File: src/rtl/i2s_tx.sv
// ---------------------------------------------------------------------------
// i2s_tx : I2S transmitter, word-select master.
//
// Serialises stereo L/R sample pairs onto ws_o/sdata_o, MSB first, with the
// standard one-bit I2S delay after each ws_o transition. Every flop updates on
// the falling edge of sclk_i, so the receiver samples sdata_o on the rising
// edge. Pairs are accepted through a one-entry valid/ready holding buffer and
// moved into the frame register on the "load edge" (frame counter wrapping
// from 2*SLOT-1 to 0).
//
// Parameters:
//   WIDTH  sample width in bits (two's complement)
//   SLOT   bits per channel slot (SLOT >= WIDTH, SLOT >= 2)
//
// Ports:
//   sclk_i        bit clock, state changes on its falling edge
//   rst_i         asynchronous active-low reset
//   leftChan_i    left sample
//   rightChan_i   right sample
//   valid_i       L/R pair present on the sample inputs
//   ready_o       holding buffer empty, a pair can be accepted
//   ws_o          word select: 0 = left slot, 1 = right slot
//   sdata_o       serial data, MSB first
//   frameStart_o  one-cycle pulse on the first cycle of each frame
//   underrun_o    one-cycle pulse when a frame loads with the buffer empty
//
// Build option:
//   I2S_TX_REPEAT_ON_UNDERRUN_EN  defined   : an underrun frame repeats the
//                                             previous pair
//                                 undefined : an underrun frame is silence
// ---------------------------------------------------------------------------
module i2s_tx #(
    parameter int WIDTH = 16,
    parameter int SLOT  = 16
) (
    input  logic             sclk_i,
    input  logic             rst_i,
    input  logic [WIDTH-1:0] leftChan_i,
    input  logic [WIDTH-1:0] rightChan_i,
    input  logic             valid_i,
    output logic             ready_o,
    output logic             ws_o,
    output logic             sdata_o,
    output logic             frameStart_o,
    output logic             underrun_o
);

    localparam int            FRAME    = 2 * SLOT;
    localparam int            CW       = $clog2(FRAME);
    localparam logic [CW-1:0] LAST_CNT = CW'(FRAME - 1);
    localparam logic [CW-1:0] SLOT_CNT = CW'(SLOT);

    generate
        if (SLOT < WIDTH || SLOT < 2) begin : gBadParams
            $error("i2s_tx: SLOT must be >= WIDTH and >= 2");
        end
    endgenerate

    logic [CW-1:0]    r_cnt;
    logic [WIDTH-1:0] r_bufLeft;
    logic [WIDTH-1:0] r_bufRight;
    logic             r_bufFull;
    logic [FRAME-1:0] r_frame;
    logic             r_ws;
    logic             r_sdata;
    logic             r_frameStart;
    logic             r_underrun;

    logic             w_loadEdge;
    logic [CW-1:0]    w_cntNext;
    logic [CW-1:0]    w_bitIdx;
    logic [SLOT-1:0]  w_leftSlot;
    logic [SLOT-1:0]  w_rightSlot;

    assign w_loadEdge = (r_cnt == LAST_CNT);
    assign w_cntNext  = w_loadEdge ? '0 : r_cnt + CW'(1);

    // Serial bit s_k lives at F[FRAME-1-k]. The bit driven on the edge that
    // leaves cnt = k is s_k, which gives the one-bit delay and, on the load
    // edge, sends the previous frame's last bit before F is replaced.
    assign w_bitIdx = LAST_CNT - r_cnt;

    // Samples are MSB-justified in their slots with zero fill below.
    assign w_leftSlot  = SLOT'(r_bufLeft)  << (SLOT - WIDTH);
    assign w_rightSlot = SLOT'(r_bufRight) << (SLOT - WIDTH);

    always_ff @(negedge sclk_i or negedge rst_i) begin
        if (!rst_i) begin
            r_cnt        <= LAST_CNT;
            r_bufLeft    <= '0;
            r_bufRight   <= '0;
            r_bufFull    <= 1'b0;
            r_frame      <= '0;
            r_ws         <= 1'b1;
            r_sdata      <= 1'b0;
            r_frameStart <= 1'b0;
            r_underrun   <= 1'b0;
        end else begin
            r_cnt        <= w_cntNext;
            r_ws         <= (w_cntNext >= SLOT_CNT);
            r_sdata      <= r_frame[w_bitIdx];
            r_frameStart <= w_loadEdge;
            r_underrun   <= w_loadEdge && !r_bufFull;

            if (w_loadEdge) begin
                if (r_bufFull) begin
                    r_frame   <= {w_leftSlot, w_rightSlot};
                    r_bufFull <= 1'b0;
                end else begin
`ifdef I2S_TX_REPEAT_ON_UNDERRUN_EN
                    r_frame <= r_frame;
`else
                    r_frame <= '0;
`endif
                end
            end

            // A full buffer blocks capture, so this never collides with the
            // emptying above; a pair arriving on an underrun load edge waits
            // in the buffer for the following frame.
            if (valid_i && !r_bufFull) begin
                r_bufLeft  <= leftChan_i;
                r_bufRight <= rightChan_i;
                r_bufFull  <= 1'b1;
            end
        end
    end

    assign ready_o      = !r_bufFull;
    assign ws_o         = r_ws;
    assign sdata_o      = r_sdata;
    assign frameStart_o = r_frameStart;
    assign underrun_o   = r_underrun;

endmodule

File: config.mk
export PLATFORM = sky130hd
export DESIGN_NAME = i2s_tx
export DESIGN_NICKNAME = d
export VERILOG_FILES = /design/src/rtl/i2s_tx.sv
export SDC_FILE = /design/constraint.sdc
export NUM_CORES = 1
export LEC_CHECK = 0
export ABC_CLOCK_PERIOD_IN_PS = 2850
export CELL_PAD_IN_SITES_DETAIL_PLACEMENT = 2
export CELL_PAD_IN_SITES_GLOBAL_PLACEMENT = 2
export CORE_MARGIN = 5
export CORE_UTILIZATION = 43
export CTS_BUF_LIST = sky130_fd_sc_hd__clkbuf_4 sky130_fd_sc_hd__clkbuf_8
export DETAILED_ROUTE_END_ITERATION = 7
export DONT_BUFFER_PORTS = 1
export HOLD_SLACK_MARGIN = 0.02
export PLACE_DENSITY = 0.84
export SYNTH_ARGS = -nofsm -noshare
export SYNTH_HDL_FRONTEND = slang
export SYNTH_SLANG_ARGS = --single-unit
File: constraint.sdc
create_clock -name sclk_i -period 2.85 [get_ports sclk_i]
set_clock_uncertainty 0.2 [all_clocks]
set_input_delay 0.7125 -clock sclk_i [delete_from_list [all_inputs] [get_ports sclk_i]]
set_output_delay 0.7125 -clock sclk_i [all_outputs]
set_load 0.005 [all_outputs]
======== Yosys cells after proc, flatten, opt, wreduce, memory -nomap -nowiden ========
Index checks and enable logic that the tools add are counted.
operators by class
  add/subtract/negate cells ............... 2
  order comparisons ....................... 2
  equality and inequality tests ........... 1
  mux-type cells .......................... 6
  reduce and logical (&&, ||, !) cells .... 4
operator list
  cell                   number
  $mux W32               1
  $lt A5 B6 Y1 const B   1
  $add A5 B1 Y5 const B  1
  $bmux W1 S5            1
  $eq A5 B5 Y1 const B   1
  $ge A5 B5 Y1 const B   1
  $mux W5                1
  $sub A5 B5 Y5 const A  1
  $mux W1                3
  $logic_and A1 B1 Y1    2
  $reduce_bool A2 Y1     1
  $logic_not A1 Y1       1
storage, ports and cells
  register bits after elaboration ......... 74
  input bits .............................. 35
  output and inout port bits .............. 5
  logic and storage cells ................. 24

======== Depth between registers and ports, before layout ========
Gate-level depths: netlist of run 1.
  word-level depth ........................ 3
  gate-level depth with buffers ........... 7
  depth with buffers taken out ............ 5

==> results of run 1 <==
## path summary, 6_finish.rpt
check / from / end / slack, ps / depth (start not counted)
max: r_cnt[4] / ws_o / -460 / 0
min: r_bufLeft[14] / r_bufLeft[14] / 260 / 1
max reg2reg: r_cnt[0] / r_frame[16] / 310 / 5
min reg2reg: r_bufLeft[14] / r_bufLeft[14] / 260 / 1
max in group asynchronous: rst_i / r_cnt[3] / 1000 / 0
min in group asynchronous: rst_i / r_bufLeft[4] / 1170 / 0
## per-stage QoR
stage                     power, mW  hold slack (ps)  cell area [um2]  cells  setup WS [ps]
after global routing          2.841            278.4             3696    386         -489.0
after floorplan               1.488            224.8             3164    272         -360.0
final                         2.732            260.7             3696    386         -462.7
after CTS                     2.704            263.7             3687    387         -456.5
after detailed placement      1.551            260.3             3204    358         -424.7
after global placement        1.524            252.7             3204    358         -388.3
## cells in the final DEF, fill, tap and decap left out, drive strengths merged
master    instances
ha                3
o21bai            1
buf              14
nor2              4
xor2              1
nand4             2
clkinv            1
dfstp             5
o211ai            4
bufinv            4
nor2b             3
clkbuf           10
inv              39
xnor2             1
a22oi             2
nand2             4
a31oi             3
clkinvlp          1
mux2i            12
mux2             32
nand3            34
o21ai            32
a22o              2
and3              2
a311oi            2
and2b             1
dfrtn            68
## cells in the mapped netlist, drive strengths merged
| cell | number |
|---|---|
| a22o | 2 |
| a22oi | 2 |
| a311oi | 2 |
| a31oi | 3 |
| and2b | 1 |
| and3 | 2 |
| buf | 10 |
| clkbuf | 9 |
| dfrtn | 68 |
| dfstp | 5 |
| ha | 3 |
| inv | 35 |
| mux2 | 32 |
| mux2i | 12 |
| nand2 | 4 |
| nand3 | 34 |
| nand4 | 2 |
| nor2 | 4 |
| nor2b | 3 |
| o211ai | 4 |
| o21ai | 32 |
| o21bai | 1 |
| xnor2 | 1 |
| xor2 | 1 |
## metal layers
layer | GRT usage [%] | wire length [um]
met1 | 27.90 | 4098
met2 | 40.52 | 5051
met3 | 7.261 | 571
met4 | 12.09 | 330
met5 | 0 | 0
## report_power, final
part / switching [mW] / internal [mW] / total, mW / leakage (nW)
clock: 0.426 / 0.642 / 1.07 / 0.155
sequential: 0.113 / 1.22 / 1.33 / 0.892
combinational: 0.113 / 0.221 / 0.334 / 0.702
total: 0.652 / 2.08 / 2.73 / 1.75
## layout make-up
cell class	instances	area, um2
Tap cell	99	123.9
Clock buffer	10	131.4
Multi-Input combinational cell	145	1184
Clock inverter	11	138.9
Inverter	34	127.6
Sequential cell	73	1833
Fill cell	679	3480
Timing Repair Buffer	14	157.7
## state kept, by name, summed over array words and instances (netlist names)
| name | cells |
|---|---|
| r_frame | 32 |
| r_bufLeft | 16 |
| r_bufRight | 16 |
| r_cnt | 5 |
| frameStart_o | 1 |
| r_bufFull | 1 |
| sdata_o | 1 |
| underrun_o | 1 |
## timing repair
action	4_1_cts	5_1_grt
setup buffers	5	4
setup endpoints to repair	37	37
resized for setup	23	28
gates cloned	4	0
## cell families (layout without fill, tap and decap cells)
family	count (synthesis)	count (layout)	share of synthesized area, %
AND/OR/NAND/NOR	50	50	8.004
XOR/XNOR	2	2	0.5576
AO/OA/AOI/OAI	46	46	8.483
multiplexers	44	44	15.29
buffers and inverters	54	69	8.124
flip-flops	73	73	58.34
adder cells (fa/ha/maj)	3	3	1.195
==> flow_summary.json, run 1 <==
{
  "yosysWarnings": 0,
  "numCtsBuffers": 9,
  "drtPass1Iterations": 4,
  "grt_usage_pct": 24.13,
  "cts_tree": "done",
  "hp-class": "register to register",
  "synthTopCellsByArea": "dfrtn_1 (54%), mux2_2 (11%), nand3_1 (5.4%)",
  "p_per_area_nw_per_um2": 739.2,
  "ys_seq_area_share_pct": 58.34,
  "area_growth_pct": 17.64,
  "grt_pass1_vias": 2563,
  "syn_nets": 310,
  "start_util_pct": 43.78,
  "finalWorstSetupSlack_ps": -462.7,
  "vias_per_cell": 5.606,
  "die_x_um": 95.48,
  "grt_max_degree": 74,
  "relSlewSlack_pct": 67.30,
  "rows": 31,
  "syn_avg_cell_area_um2": 11.55,
  "peakVddDrop_mv": 0.3453,
  "rsz0062_at_grt": "yes",
  "dieHeight_um": 95.48,
  "holdBufCountCts": 0,
  "nets": 320,
  "worst_pin_slew_ps": 489.5,
  "leakage_nw": 1.749,
  "place.gp.congestion": 0.7700,
  "path_class": "register to output port",
  "die_area_um2": 9115,
  "num_vias": 2164,
  "antenna_cells": 0,
  "clk_latency_ps": 420,
  "drt_iter0_drc": 105,
  "synth_seq_cells": 73,
  "routedWlPerCell_um": 26.04,
  "drc": 0,
  "slew_violations": 0,
  "setup_viol": 37,
  "finalSetupTns_ps": -4734,
  "worstPathArrival_ps": 2400,
  "clk_path_buf_depth": 2,
  "grt-ovfl-total": 0,
  "h-tree-depth": 3,
  "drtAntennaViolNets": 0,
  "setup.worst_path.end_class": "output port",
  "core_um2": 7176,
  "antenna_found_initial": 0,
  "port_buffers": 0,
  "final_util_pct": 51.51,
  "netlist.area_leader.share_pct": 54.16,
  "synth_area_um2": 3142,
  "synthCells": 272,
  "routed_wl_mm": 10.05,
  "startpoint_type": "register",
  "status": "finished with violations",
  "grt_pass1_wl_mm": 15.64,
  "finalHoldViolCount": 0,
  "clk_pin_slew_ps": 60,
  "drive_gt1_share_pct": 24.39,
  "dp_hpwl_mm": 4.754,
  "crit_path_max_fanout": 2,
  "drv_cap": 0,
  "cts_sinks": 73,
  "violations": "negative setup slack",
  "crit_required_ps": 1940,
  "cts_root_buf": "clkbuf_8",
  "io_pins": 40,
  "synth_top_cell_by_area": "dfrtn_1",
  "ys_types": 29
}
Note: power is estimated with default switching activity, not from simulation.
==> run 2: changes to the inputs <==
--- a/config.mk
+++ b/config.mk
@@ -8,7 +8,6 @@
 export ABC_CLOCK_PERIOD_IN_PS = 2850
 export CELL_PAD_IN_SITES_DETAIL_PLACEMENT = 2
 export CELL_PAD_IN_SITES_GLOBAL_PLACEMENT = 2
-export CORE_MARGIN = 5
 export CORE_UTILIZATION = 43
 export CTS_BUF_LIST = sky130_fd_sc_hd__clkbuf_4 sky130_fd_sc_hd__clkbuf_8
 export DETAILED_ROUTE_END_ITERATION = 7
==> run 2 against run 1 <==
  * The flow still finishes with violations (negative setup slack)
  * Via count fell by 3.7%
  * Total power down 3.4%
  * Sequential cell count unchanged
  * Count of clock-buffer cells in the layout shrank 1
  * Setup slack improved by 45 ps
  * Wire length decreased by 14%
  * Global-route usage rose by 0.35 points
  * Worst hold slack improved by 1.1 ps
  * Cell area increased by 1.5%
  * Register-to-register slack improved by 90 ps
  * Critical endpoint unchanged
==> flow_summary.json, run 2 (same netlist as run 1, synthesis figures left out) <==
{
  "drtPass1Iterations": 4,
  "p_per_area_nw_per_um2": 703.7,
  "startpoint_type": "register",
  "finalWorstSetupSlack_ps": -418.0,
  "p_int_mw": 1.994,
  "finalSetupTns_ps": -3248,
  "drc": 0,
  "seq_power_share_pct": 50.4,
  "num_vias": 2083,
  "worstPathArrival_ps": 2360,
  "grt_usage_pct": 24.48,
  "grt_pass1_wl_mm": 13.37,
  "reg_top3": "r_frame x32, r_bufLeft x16, r_bufRight x16",
  "crit_required_ps": 1940,
  "r2r_end": "r_frame[1]",
  "hp-class": "register to register",
  "reg2regPathDepth": 5,
  "switching_share_pct": 24.44,
  "slew_violations": 0,
  "drt_iter0_drc": 94,
  "drtAntennaViolNets": 0,
  "dp_hpwl_mm": 4.584,
  "nets": 321,
  "worst_r2r_startpoint": "r_cnt[1]",
  "setup_viol": 37,
  "leakage_nw": 1.766,
  "setup.worst_path.end_class": "output port",
  "finalHoldViolCount": 0,
  "p_sw_mw": 0.6452,
  "clk_path_buf_depth": 2,
  "final_common_cell": "dfrtn_1",
  "place.gp.congestion": 0.8008,
  "largest_reg_flops": 32,
  "clk_latency_ps": 400,
  "cp_num_cells": 0,
  "numCtsBuffers": 9,
  "drive_gt1_share_pct": 24.65,
  "fin_area_um2": 3751,
  "die_area_um2": 7652,
  "vias_per_cell": 5.424,
  "power_mw": 2.640,
  "die_x_um": 87.48,
  "start_util_pct": 45.49,
  "h-tree-depth": 3,
  "rrSetupSlack_ps": 400,
  "dpl-instance-area_um2": 3238,
  "final_cell_mix": "dfrtn_1 (68), inv_1 (38), nand3_1 (34), o21ai_0 (32), mux2_4 (32)",
  "cts_root_buf": "clkbuf_8",
  "clk_pin_slew_ps": 60,
  "dieHeight_um": 87.48,
  "grt_max_degree": 74,
  "violations": "negative setup slack",
  "peakVddDrop_mv": 0.3702,
  "largest-register": "r_frame",
  "grt-ovfl-total": 0,
  "path_class": "register to output port",
  "relSlewSlack_pct": 66.92,
  "startpoint": "r_cnt[4]",
  "drv_cap": 0,
  "clkPwrFrac_pct": 36.8,
  "core_um2": 6907,
  "grt_pass1_vias": 2432,
  "cts_sinks": 73,
  "crit_path_max_fanout": 2,
  "rsz0062_at_grt": "yes",
  "routed_wl_mm": 8.624,
  "port_buffers": 0,
  "status": "finished with violations",
  "io_pins": 40,
  "holdBufCountCts": 0,
  "worst_pin_slew_ps": 496.2,
  "antenna_found_initial": 0,
  "cts_tree": "done",
  "routedWlPerCell_um": 22.46,
  "p_comb_share_pct": 12.8,
  "area_growth_pct": 19.39,
  "cp-endpoint": "ws_o",
  "antenna_cells": 0,
  "rows": 30
}
## run 2: worst min-delay path by stage
stage | end | cells after the start | slack (ps) | from
floorplan | r_frame[14] | 2 | 220 | r_bufRight[14]
global placement | r_frame[14] | 2 | 250 | r_bufRight[14]
detailed placement | r_bufRight[9] | 1 | 260 | r_bufRight[9]
CTS | r_bufRight[9] | 1 | 260 | r_bufRight[9]
global route | r_bufRight[9] | 1 | 280 | r_bufRight[9]
finish | r_bufRight[9] | 1 | 260 | r_bufRight[9]
## run 2: routing by layer
layer | vias up | track usage (%) | part of all wire (%)
met5 | - | 0 | 0
met4 | 0 | 8.346 | 2.0
met3 | 15 | 7.299 | 3.9
met2 | 45 | 42.68 | 52
met1 | 1082 | 28.71 | 42
li1 | 941 | - | -
## run 2: metrics by stage
step	utilization [%]	cells	hold WS [ps]	setup WS, ps
after CTS	52.30	381	259.7	-434.8
after global placement	46.88	356	251.9	-350.4
final	54.31	384	261.8	-418.0
after floorplan	-	272	224.8	-360.0
after global routing	54.31	384	282.5	-450.7
after detailed placement	46.88	356	258.1	-386.0
## run 2: cell type report
type                            instances  area, um2
Multi-Input combinational cell        145       1184
Clock inverter                         12      126.4
Clock buffer                            9      123.9
Fill cell                             678       3156
Timing Repair Buffer                   15      236.5
Tap cell                               96      120.1
Inverter                               34      127.6
Sequential cell                        73       1833
## run 2: power by group through the flow
stage	sequential (mW)	combinational [mW]	clock, mW
2_1_floorplan	1.29	0.185	0.0131
3_3_place_gp	1.32	0.198	0.0131
3_5_place_dp	1.33	0.219	0.0131
4_1_cts	1.32	0.265	0.994
5_1_grt	1.35	0.363	1.04
6_report	1.33	0.338	0.973
## run 2: repair_timing
item | in CTS | in global routing
pin swaps | 0 | 0
endpoints found under the setup margin | 12 | 37
resized for setup | 14 | 27
gates cloned | 2 | 2
setup buffers | 3 | 2
